`src/rtl/conv_enc_213_pkg.sv`:
```
// Shared (2,1,3) code parameters for the encoder and the matching Viterbi decoder:
// generators, memory/tail lengths, trellis size and encoder FSM encodings.
package conv_enc_213_pkg;

  localparam int MEM_LEN    = 3;
  localparam int TAIL_LEN   = 3;
  localparam int NUM_STATES = 1 << MEM_LEN;

  // Generator taps ordered {u, s0, s1, s2}: G0 = 17 octal, G1 = 15 octal
  localparam logic [3:0] G0 = 4'b1111;
  localparam logic [3:0] G1 = 4'b1101;

  typedef enum logic [1:0] {
    ST_IDLE  = 2'd0,
    ST_DATA  = 2'd1,
    ST_FLUSH = 2'd2
  } enc_state_e;

  function automatic logic gen_bit(input logic [3:0] g, input logic u, input logic [2:0] s);
    return ^(g & {u, s[0], s[1], s[2]});
  endfunction

endpackage

```
`src/rtl/enc_core_213.sv`:
```
// Combinational symbol generator: one input bit plus register state -> (c0, c1).
module enc_core_213
  import conv_enc_213_pkg::*;
(
  input  logic       u,
  input  logic [2:0] s,
  output logic       c0,
  output logic       c1
);

  assign c0 = gen_bit(G0, u, s);
  assign c1 = gen_bit(G1, u, s);

endmodule

```
`src/rtl/conv_enc_213.sv`:
```
// Rate-1/2, memory-3 feed-forward convolutional encoder with valid/ready streaming
// and an automatic 3-symbol zero tail that terminates every frame in state 000.
module conv_enc_213
  import conv_enc_213_pkg::*;
(
  input  logic       clock,
  input  logic       reset,
  input  logic       in_bit,
  input  logic       in_valid,
  input  logic       in_last,
  output logic       in_ready,
  output logic [1:0] out_sym,
  output logic       out_valid,
  output logic       out_last,
  input  logic       out_ready,
  output logic       busy
);

  localparam logic [1:0] TAIL_END = 2'(TAIL_LEN - 1);

  enc_state_e state_q, state_d;
  logic [2:0] s_q, s_d;
  logic [1:0] tail_q, tail_d;
  logic [1:0] out_sym_q, out_sym_d;
  logic       out_valid_q, out_valid_d;
  logic       out_last_q, out_last_d;

  logic slot, accept, tail_step, core_u, c0, c1;

  // During the tail the core sees u=0, so one generator serves both phases
  enc_core_213 u_core (
    .u  (core_u),
    .s  (s_q),
    .c0 (c0),
    .c1 (c1)
  );

  always_comb begin
    slot      = !out_valid_q || out_ready;
    in_ready  = (state_q != ST_FLUSH) && slot;
    accept    = in_valid && in_ready;
    tail_step = (state_q == ST_FLUSH) && slot;
    core_u    = accept && in_bit;

    state_d     = state_q;
    s_d         = s_q;
    tail_d      = tail_q;
    out_sym_d   = out_sym_q;
    out_valid_d = out_valid_q;
    out_last_d  = out_last_q;

    if (slot) out_valid_d = 1'b0;

    if (accept) begin
      s_d         = {s_q[1:0], in_bit};
      out_sym_d   = {c0, c1};
      out_valid_d = 1'b1;
      out_last_d  = 1'b0;
      tail_d      = 2'd0;
      state_d     = in_last ? ST_FLUSH : ST_DATA;
    end else if (tail_step) begin
      s_d         = {s_q[1:0], 1'b0};
      out_sym_d   = {c0, c1};
      out_valid_d = 1'b1;
      out_last_d  = (tail_q == TAIL_END);
      if (tail_q == TAIL_END) begin
        tail_d  = 2'd0;
        state_d = ST_IDLE;
      end else begin
        tail_d = tail_q + 2'd1;
      end
    end
  end

  always_ff @(posedge clock) begin
    if (!reset) begin
      state_q     <= ST_IDLE;
      s_q         <= 3'b000;
      tail_q      <= 2'd0;
      out_sym_q   <= 2'b00;
      out_valid_q <= 1'b0;
      out_last_q  <= 1'b0;
    end else begin
      state_q     <= state_d;
      s_q         <= s_d;
      tail_q      <= tail_d;
      out_sym_q   <= out_sym_d;
      out_valid_q <= out_valid_d;
      out_last_q  <= out_last_d;
    end
  end

  assign out_sym   = out_sym_q;
  assign out_valid = out_valid_q;
  assign out_last  = out_last_q;
  assign busy      = (state_q != ST_IDLE) || out_valid_q;

endmodule

```
`config.mk`:
```
export PLATFORM = sky130hd
export DESIGN_NAME = conv_enc_213
export DESIGN_NICKNAME = d
export VERILOG_FILES = /design/src/rtl/conv_enc_213_pkg.sv /design/src/rtl/enc_core_213.sv /design/src/rtl/conv_enc_213.sv
export SDC_FILE = /design/constraint.sdc
export NUM_CORES = 1
export LEC_CHECK = 0
export ABC_AREA = 0
export BUFFER_PORTS_ARGS = -buffer_cell sky130_fd_sc_hd__clkbuf_2
export CAP_MARGIN = 20
export CELL_PAD_IN_SITES_DETAIL_PLACEMENT = 0
export CELL_PAD_IN_SITES_GLOBAL_PLACEMENT = 1
export CORE_UTILIZATION = 37
export CTS_CLUSTER_SIZE = 20
export DETAILED_ROUTE_END_ITERATION = 8
export PLACE_DENSITY_LB_ADDON = 0.1
export SLEW_MARGIN = 0
export SYNTH_ARGS = -nofsm -noshare
export SYNTH_HDL_FRONTEND = slang
export SYNTH_HIERARCHICAL = 1
export SYNTH_SLANG_ARGS = --single-unit
```
`constraint.sdc`:
```
create_clock -name clock -period 2.1 [get_ports clock]
set_clock_uncertainty 0.1 [all_clocks]
set_input_delay 0.42 -clock clock [delete_from_list [all_inputs] [get_ports clock]]
set_output_delay 0.42 -clock clock [all_outputs]
set_load 0.03 [all_outputs]
```
## Word-level counts from Yosys, hierarchy flattened

Cells that the tools add are included.

- Bits in registers: 11
- Latch bits: 0
- Bits in writable memories: 0
- ROM bits: 0
- Input bits: 6
- Output and inout bits: 6
- Word-level logic and storage cells: 38
- Memories kept: 0

- Add/subtract/negate cells: 1
- Multipliers: 0
- Divide/modulo/power cells: 0
- $lt $le $gt $ge: 0
- Eq/ne operators: 3
- Shift-type cells: 0
- Muxes and demuxes: 12
- Bitwise logic cells: 1
- Reductions and logical operators: 15

Operator list:

| kind | count |
|---|---|
| $mux 2 | 7 |
| $reduce_xor 4->1 | 2 |
| $mux 3 | 2 |
| $reduce_bool 2->1 | 3 |
| $eq 2x2->1 const B | 2 |
| $logic_and 1x1->1 | 4 |
| $mux 1 | 3 |
| $reduce_bool 3->1 | 1 |
| $add 2x1->2 const B | 1 |
| $logic_or 1x1->1 | 2 |
| $ne 2x2->1 const B | 1 |
| $reduce_and 2->1 | 1 |
| $reduce_or 2->1 | 1 |
| $logic_not 1->1 | 1 |
| $not 1->1 | 1 |

## Depth between registers and ports, before layout

Gate-level depths: netlist of run 1.

- Depth in word-level cells: 8
- Depth in mapped cells: 7
- Mapped depth without buffers: 6

## Hierarchy

The synthesis of run 1 kept the hierarchy.

Modules (own cells, without submodules):

| module | times used | cells an instance | area each (um^2) |
|---|---|---|---|
| conv_enc_213 | 1 | 56 | 500.5 |
| enc_core_213 | 1 | 4 | 42.5 |

## Worst setup path before layout of run 1

Ideal clock, no wire load.

- Kind: reg-to-reg
- Start point: reg out_valid_q (netlist: out_valid)
- End point: reg out_sym_q[0] (netlist: out_sym[0])
- Setup time: 0.072 ns
- Arrival: 1.492 ns
- Required time: 1.928 ns
- Path slack: 0.436 ns
- Cell stages (with the launch flop): 8
- Path buffers: 1
- Clock period less this slack: 1.664 ns
- Cell sequence: dfxtp_1 nor2b_4 buf_6 nor3_1 xnor2_2 xnor2_1 nand2_1 mux2i_1

- Longest elaborated chain between the ends: 8
- Elaborated cells on any way between the ends: 10

RTL lines:

| item | line | RTL |
|---|---|---|
| start: declaration | conv_enc_213.sv:25 | `logic out_valid_q, out_valid_d;` |
| start signal: assignment | conv_enc_213.sv:88 | `out_valid_q <= out_valid_d;` |
| $logic_not 1->1 * | conv_enc_213.sv:39 | `slot = !out_valid_q \|\| out_ready;` |
| $logic_or 1x1->1 * | conv_enc_213.sv:39 |  |
| $logic_and 1x1->1 * | conv_enc_213.sv:40 | `in_ready = (state_q != ST_FLUSH) && slot;` |
| $logic_and 1x1->1 * | conv_enc_213.sv:41 | `accept = in_valid && in_ready;` |
| $logic_and 1x1->1 * | conv_enc_213.sv:43 | `core_u = accept && in_bit;` |
| named net core_u | conv_enc_213.sv:28 | `logic slot, accept, tail_step, core_u, c0, c1;` |
| $reduce_xor 4->1 * | conv_enc_213_pkg.sv:20 | `return ^(g & {u, s[0], s[1], s[2]});` |
| named net c1 | conv_enc_213.sv:28 |  |
| $mux 2 | conv_enc_213.sv:61 | `end else if (tail_step) begin` |
| $mux 2 * | conv_enc_213.sv:54 | `if (accept) begin` |
| end signal: assignment | conv_enc_213.sv:87 | `out_sym_q <= out_sym_d;` |
| end: declaration | conv_enc_213.sv:24 | `logic [1:0] out_sym_q, out_sym_d;` |

The timed path passes the listed nets; every way through them passes the cells marked *. The select of a mux whose other input is x is not followed.
A chain may end at the register's enable or synchronous reset.

## Worst setup path after layout of run 1

- Start point: reg state_q[0]
- End point: out busy

- Longest elaborated chain between the ends: 2

RTL lines:

| item | line | RTL |
|---|---|---|
| start: declaration | conv_enc_213.sv:21 | `enc_state_e state_q, state_d;` |
| start signal: assignment | conv_enc_213.sv:84 | `state_q <= state_d;` |
| $reduce_bool 2->1 | conv_enc_213.sv:96 | `assign busy = (state_q != ST_IDLE) \|\| out_valid_q;` |
| $logic_or 1x1->1 | conv_enc_213.sv:96 |  |
| end: declaration | conv_enc_213.sv:16 | `output logic busy` |

Every way passes these cells.

==> impl_metrics.tcl, run 1 <==
set metrics [dict create \
    setup-tns-final_ps 0 \
    antenna_cells 0 \
    grt_pass1_vias 352 \
    powerDensity_nw_per_um2 766 \
    cp_max_fo 6 \
    final_cell_area_um2 628 \
    first_iter_violations 7 \
    die_w_um 40.3 \
    core_um2 1330 \
    r2r-start "state_q[0]" \
    netlist-cell-type-count 28 \
    clk_latency_ps 270 \
    root_buffer "clkbuf_4" \
    post_cts_buffers 0 \
    maxCapViolations 0 \
    postPlaceCellArea_um2 602 \
    cp_num_buf_inv 1 \
    syn_nets 66 \
    area_delta_synth_final_pct 15.7 \
    ys_seq_elements 11 \
    max-clock-path-buffers 2 \
    multi_input_area_um2 300 \
    clk_pin_slew_ps 70 \
    numCtsBuffers 3 \
    synthArstFlopShare_pct 0 \
    dieArea_um2 1620 \
    holdWs_ps 364 \
    period_share_pct 84.8 \
    wl_per_cell_um 10.6 \
    fmax_mhz 562 \
    status "finished clean" \
    synth_area_um2 543 \
    hold_violations 0 \
    final_antenna_net_count 0 \
    timing.rr.end "out_sym[0]" \
    crit_path_start_kind "register" \
    drc 0 \
    power.leakage_uw 0.000261 \
    slew_headroom_pct 72.4 \
    ys_warn_count 6 \
    wirelength_um 931 \
    irDropWorstVdd_uv 447 \
    crit_family "simple AND/OR/NAND/NOR gates" \
    yosysTopAreaCell "dfxtp_1" \
    postSynthAreaPerCell_um2 9.05 \
    synth-edff-count 0 \
    grt_pass1_wl_um 1440 \
    globalplace.congestion 0.703 \
    hold_end "out_sym[1]" \
    rows 13 \
    cts_max_level 1 \
    rrSetupSlack_ps 510 \
    whs_path_depth 2 \
    drive_gt1_share_pct 24.7 \
    grt_usage_pct 14.0 \
    setup_viol 0 \
    crit_path_end_kind "primary output" \
    crit_chain "or3_2, clkbuf_2" \
    grt_setup_unrepaired "false" \
    cp.arrival_ps 1260 \
    grt_overflow 0 \
    drv_slew 0 \
    cts_tree "yes" \
    portBuffers 11 \
    path_class "register to primary output" \
    regArea_um2 220 \
    reg2regPathDepth 6 \
    io_pins 12 \
    viasPerCell 5.02 \
    drt-pass1-iter-count 2 \
    num_vias 442 \
    slowest_stage "or3_2" \
    yosysSeqAreaShare_pct 40.6 \
    hold_path.class "register to register" \
    start_util_pct 40.7 \
    cts_sinks 11 \
    synth_top_flop_cell "dfxtp_1" \
    ctsHoldBuffers 0 \
    antenna_found_initial 0 \
    min_period_ps 1780 \
    synthTopCellsByArea "dfxtp_1 41%, mux2i_1 7.4%, nand2_1 6.9%" \
    synthCells 60 \
    cp.depth 2 \
    fillers 139 \
    dieHeight_um 40.3 \
    cp_slowest_stage_delay_ps 450 \
    ctsResizeCount 0 \
    final_nets 80 \
    worstMarginPinSlew_ps 410 \
    synth_top_area_share_pct 40.6 \
    cp.required_ps 1580 \
    min_from "out_sym[1]" \
    post-dp-hpwl_um 719 \
    grt_max_degree 14 \
]
-- per-layer routing --
| layer | GRT usage [%] | vias to the layer above | wire length (µm) |
|---|---|---|---|
| met5 | 0 | - | 0 |
| met3 | 8.33 | 0 | 49 |
| met2 | 19.8 | 9 | 380 |
| li1 | - | 236 | - |
| met4 | 5.00 | 0 | 0 |
| met1 | 17.4 | 197 | 501 |
-- cell type report --
| cell class | instances | area share [%] |
|---|---|---|
| flip-flops and latches | 11 | 35.1 |
| well taps | 15 | 2.99 |
| multi-input cells | 45 | 47.8 |
| inverters | 2 | 1.20 |
| repair buffers | 11 | 8.76 |
| clock buffers | 4 | 4.18 |
-- layout by cell type (no fill, tap or decap), drive strengths merged, types with 3 or more instances in the layout --
cell type  instances
a21oi              4
clkbuf            15
dfxtp             11
mux2i              4
nand2             10
o21ai              3
xnor2              3
-- worst register-to-register path, cell delays in order, from the launching register on --
cell and delay [ps]:
dfxtp_1 410, nor2b_1 130, nor3_1 380, xnor2_2 180
xnor2_1 140, nand2_1 60, mux2i_1 120
-- registers in the layout (all words and copies together) (netlist names) --
register,count
out_valid,1
tail_q,2
s_q,3
state_q,2
out_last,1
out_sym,2
-- metrics by stage --
stage / setup slack [ps] / instances / power (µW) / utilization [%]
after floorplan: 436 / 60 / 319 / -
after global placement: 427 / 84 / 344 / 45.1
after detailed placement: 424 / 84 / 344 / 45.1
after CTS: 313 / 88 / 489 / 47.1
after global routing: 228 / 88 / 510 / 47.1
final: 319 / 88 / 481 / 47.1
-- logic make-up (layout without fill, tap and decap cells) --
group / count (synthesis) / after routing / share of synthesized area (%)
mux: 4 / 4 / 7.37
flops: 11 / 11 / 40.6
buf+inv: 4 / 17 / 4.15
compound gates: 13 / 13 / 15.7
simple gates: 24 / 24 / 24.4
xor+xnor: 4 / 4 / 7.84
-- synthesized netlist by cell type, drive strengths merged (2+ instances only) --
| cell | count |
|---|---|
| a21oi | 4 |
| dfxtp | 11 |
| inv | 2 |
| mux2i | 4 |
| nand2 | 10 |
| nor2 | 2 |
| nor2b | 2 |
| nor3 | 2 |
| nor3b | 2 |
| o21ai | 3 |
| or4 | 2 |
| xnor2 | 3 |
-- power by group --
part / switching (µW) / total [µW] / internal, µW
logic: 63.8 / 105 / 41.0
registers: 11.5 / 233 / 222
clock network: 69.7 / 143 / 73.5
total: 145 / 481 / 337
-- worst max path at each step --
stage                             to        from  slack [ps]
final                           busy  state_q[0]         320
after global routing        in_ready  state_q[1]         230
after CTS                       busy  state_q[0]         310
after detailed placement  out_sym[1]   out_ready         420
after global placement    out_sym[0]   out_ready         430
after floorplan           out_sym[0]   out_valid         440
No activity file was read; power rests on OpenSTA's default activity.
==> run 2: changes to the inputs <==
- CORE_UTILIZATION: 37 -> 33
- clock period: 2.1 -> 1.6 ns (I/O delays scaled with it)
==> run 2 against run 1 <==
Compared with the run above:
- sequential share of layout area fell by 2.5 points
- setup slack got worse by 280 ps
- utilization fell by 1.7 points
- critical path type unchanged
- critical path depth did not move
- final cell count rose by 5.7%
- hold slack got worse by 42 ps
- critical endpoint unchanged
- clock-buffer cell count did not move
- clock power rose by 31%
- via count rose by 5.9%
==> impl_metrics.tcl, run 2 (same netlist as run 1, synthesis figures left out) <==
set metrics [dict create \
    slew_headroom_pct 72.2 \
    rrSetupSlack_ps 100 \
    maxCapViolations 0 \
    timing.rr.end "tail_q[0]" \
    status "finished clean" \
    drive_gt1_share_pct 33.8 \
    cp_slowest_stage_delay_ps 360 \
    crit_path_start_kind "register" \
    min_period_ps 1560 \
    antenna_found_initial 0 \
    num_vias 468 \
    globalplace.congestion 0.710 \
    grt_pass1_vias 421 \
    final_cell_mix "10 x nand2_1, 10 x clkbuf_2, 9 x dfxtp_1" \
    core_um2 1520 \
    wirelength_um 1050 \
    cts_tree "yes" \
    grt_usage_pct 13.2 \
    cp.required_ps 1180 \
    dieHeight_um 42.6 \
    post-dp-hpwl_um 768 \
    worstMarginPinSlew_ps 414 \
    setup-tns-final_ps 0 \
    crit_path_end_kind "primary output" \
    hold_violations 0 \
    min_from "in_bit" \
    grt_overflow 0 \
    r2r-start "state_q[0]" \
    powerDensity_nw_per_um2 958 \
    irDropWorstVdd_uv 467 \
    holdWs_ps 322 \
    hold_path.class "input port to register" \
    grt_max_degree 14 \
    final_antenna_net_count 0 \
    drv_slew 0 \
    cts_sinks 11 \
    clk_pin_slew_ps 70 \
    period_share_pct 97.7 \
    largest_reg_flops 3 \
    start_util_pct 35.6 \
    die_w_um 42.6 \
    cp_max_fo 4 \
    numCtsBuffers 3 \
    wl_per_cell_um 11.2 \
    cp.arrival_ps 1140 \
    antenna_cells 0 \
    slowest_stage "dfxtp_4" \
    final_cell_area_um2 692 \
    drt-pass1-iter-count 4 \
    whs_path_depth 4 \
    path_class "register to primary output" \
    area_delta_synth_final_pct 27.4 \
    postPlaceCellArea_um2 616 \
    power.leakage_uw 0.000291 \
    setup_viol 0 \
    final_nets 84 \
    place_ws_ps 60.5 \
    grt_setup_unrepaired "false" \
    timing.final.ws_setup_ps 36.4 \
    reg2regPathDepth 4 \
    fmax_mhz 640 \
    io_pins 12 \
    crit_chain "or3_4, clkbuf_8" \
    max-clock-path-buffers 2 \
    clk_latency_ps 260 \
    rows 14 \
    grt_pass1_wl_um 1750 \
    portBuffers 11 \
    cp_num_buf_inv 1 \
    first_iter_violations 4 \
    viasPerCell 5.03 \
    dieArea_um2 1810 \
    drc 0 \
    hold_end "s_q[0]" \
    crit_family "flip-flops" \
    top_register "s_q" \
    root_buffer "clkbuf_4" \
    cts_max_level 1 \
]
## run 2: cell type report
cell class,instances,area (µm²)
fillers,156,832
multi-input cells,45,319
flip-flops and latches,11,225
repair buffers,15,93.8
clock buffers,4,26.3
well taps,16,20.0
inverters,2,7.51
## run 2: what timing repair did
item / in CTS / in global routing
hold buffers: 0 / 0
endpoints found under the setup margin: 2 / 3
cloned: 0 / 0
gates resized for setup: 7 / 1
pin swaps: 0 / 0
setup buffers: 2 / 1
## run 2: worst register-to-register path, stage by stage (launching register included)
cell and delay (ps):
dfxtp_4 360, buf_4 140, nand2b_1 250, or4_1 440, a21oi_1 140
## run 2: per-layer routing
metal | track usage (%) | vias up | wire length [µm]
li1 | - | 251 | -
met1 | 18.8 | 207 | 542
met2 | 17.2 | 8 | 451
met3 | 2.59 | 2 | 42
met4 | 9.38 | 0 | 9
met5 | 0 | - | 0
## run 2: power by group
group / switching, µW / internal (µW) / leakage [µW]
sequential: 14.1 / 292 / 0.0000908
clock: 91.0 / 96.3 / 0.0000150
combinational: 94.0 / 75.4 / 0.000186
total: 199 / 464 / 0.000291
## run 2: how the worst max path moves through the flow
stage	startpoint	endpoint	slack, ps	cells past startpoint
2_1_floorplan	out_valid	out_sym[0]	40	7
3_3_place_gp	state_q[1]	out_sym[1]	150	6
3_5_place_dp	state_q[1]	out_sym[0]	60	6
4_1_cts	state_q[0]	busy	20	2
5_1_grt	state_q[1]	in_ready	0.6	3
6_report	state_q[0]	busy	40	2
## run 2: metrics by stage
step,util [%],cells,power [µW]
floorplan,-,60,420
global placement,40.4,86,457
detailed placement,40.4,86,457
CTS,44.4,92,668
global route,45.4,93,700
finish,45.4,93,663
==> run 3: changes to the inputs <==
- CORE_UTILIZATION: 33 -> 34
- SYNTH_HIERARCHICAL: 1 -> unset
==> run 3 against run 2 <==
Compared with the run above:
- design area rose by 4.5%
- sequential cell count did not move
- area after synthesis fell by 0.69%
- sequential power barely moved
- power increased by 1.8%
- critical path type unchanged
- non-clock buffer count up 2
- highest routed layer unchanged
- utilization increased by 3.2 points
==> impl_metrics.tcl, run 3 <==
set metrics [dict create \
    ys_warn_count 0 \
    ys_seq_elements 11 \
    portBuffers 11 \
    yosysSeqAreaShare_pct 40.8 \
    io_pins 12 \
    final_cell_mix "9 x clkbuf_2, 9 x dfxtp_1, 6 x nor2b_1, 6 x buf_4" \
    grt_max_degree 12 \
    maxCapViolations 0 \
    grt_setup_unrepaired "true" \
    grt_pass1_vias 411 \
    worstMarginPinSlew_ps 269 \
    antenna_found_initial 0 \
    viasPerCell 5.26 \
    area_delta_synth_final_pct 34.1 \
    drc 0 \
    holdWs_ps 241 \
    synth_top_flop_cell "dfxtp_1" \
    num_vias 463 \
    power.internal_uw 477 \
    crit_path_start_kind "register" \
    drive_gt1_share_pct 41.7 \
    antenna_cells 0 \
    netlist-cell-type-count 31 \
    path_class "register to primary output" \
    drv_slew 0 \
    synth_area_um2 539 \
    slew_headroom_pct 82.0 \
    crit_path_end_kind "primary output" \
    yosysTopAreaCell "dfxtp_1" \
    wirelength_um 1110 \
    combPwrFrac_pct 25.8 \
    cp_max_fo 3 \
    final_antenna_net_count 0 \
    die_w_um 41.8 \
    fmax_mhz 636 \
    syn_nets 58 \
    cp.required_ps 1180 \
    postPlaceCellArea_um2 613 \
    r2r-start "state_q[0]" \
    hold_path.class "input port to register" \
    clk_pin_slew_ps 80 \
    p_clk_share_pct 29.2 \
    setup-tns-final_ps 0 \
    setup_viol 0 \
    irDropWorstVdd_uv 466 \
    synth_top_cells_by_count "11 x dfxtp_1, 6 x nor2b_1, 3 x a21oi_1" \
    powerDensity_nw_per_um2 934 \
    status "finished clean" \
    period_share_pct 98.2 \
    synth.most_common_cell "dfxtp_1" \
    p_seq_share_pct 45.0 \
    cp-startpoint "state_q[0]" \
    first_iter_violations 6 \
    grt_overflow 0 \
    grt_pass1_wl_um 1760 \
    numCtsBuffers 3 \
    largest_reg_flops 3 \
    cts_sinks 11 \
    postSynthAreaPerCell_um2 10.4 \
    cp.arrival_ps 1150 \
    post-dp-hpwl_um 694 \
    fillers 147 \
    clk_latency_ps 270 \
    grt_usage_pct 13.5 \
    synthCells 52 \
    synth_top_area_share_pct 40.8 \
    root_buffer "clkbuf_4" \
    p_sw_uw 198 \
    total_power_uw 675 \
    rows 14 \
    min_from "in_last" \
    dieArea_um2 1750 \
    top_register "s_q" \
    synth-edff-count 0 \
    final_nets 79 \
    drt-pass1-iter-count 4 \
    power.leakage_uw 0.000317 \
    start_util_pct 36.2 \
    final_cell_area_um2 723 \
    post-route-util_pct 48.6 \
    synthTopCellsByArea "dfxtp_1 41%, nor2b_1 7.0%, xnor3_1 4.2%" \
    cts_tree "yes" \
    synthArstFlopShare_pct 0 \
    globalplace.congestion 0.637 \
    core_um2 1490 \
    ctsHoldBuffers 0 \
    power_switching_share_pct 29.3 \
    min_period_ps 1570 \
    max-clock-path-buffers 2 \
    cts_max_level 1 \
    hold_violations 0 \
    dieHeight_um 41.8 \
    wl_per_cell_um 12.6 \
]
[run 3: through the flow]
stage               instances  setup WS (ps)
finish                     88           28.5
global route               88          -12.0
CTS                        84           1.42
detailed placement         78            166
global placement           78            167
floorplan                  52           73.6
[run 3: final timing paths]
kind	end	slack, ps	depth (start not counted)
setup / recovery	busy	30	2
hold / removal	state_q[1]	240	3
setup reg to reg	out_sym[0]	90	6
hold reg to reg	out_sym[0]	350	2
[run 3: cells by family after synthesis]
family                 Yosys count  share of synthesized area (%)
AND/OR/NAND/NOR                 23                           28.1
buffers and inverters            1                          0.695
AO/OA/AOI/OAI                   13                           19.5
multiplexers                     2                           3.71
XOR/XNOR                         2                           7.19
flip-flops                      11                           40.8
[run 3: metal layers]
layer  part of all wire, %  routed length, µm  global-route usage (%)  up-vias
li1                      -                  -                       -      227
met1                    47                522                    16.8      216
met2                    47                516                    20.3       18
met3                   5.9                 65                    3.04        2
met4                  0.36                  4                    9.68        0
met5                     0                  0                       0        -
[run 3: what timing repair did]
action	CTS	global route
buffers inserted	2	4
pin swaps	0	1
endpoints found under the setup margin	2	3
endpoints found under the hold margin	0	0
gates resized for setup	6	5
[run 3: worst max-delay path, cell delays in order (launching register included)]
cell and delay (ps):
dfxtp_4 360, or3_4 370, buf_8 140
[run 3: cell type report]
cell class,instances,area (µm²),share of cell area [%]
multi-input combinational,40,327,45.2
sequential,11,225,31.1
timing repair buffer,17,125,17.3
clock buffer,4,26.3,3.63
tap,16,20.0,2.77
[run 3: power groups by stage]
stage | clock network (µW) | registers, µW | logic [µW]
6_report | 197 | 304 | 174
2_1_floorplan | 0 | 321 | 86.5
5_1_grt | 219 | 306 | 186
3_3_place_gp | 0 | 311 | 131
4_1_cts | 207 | 303 | 156
3_5_place_dp | 0 | 310 | 131
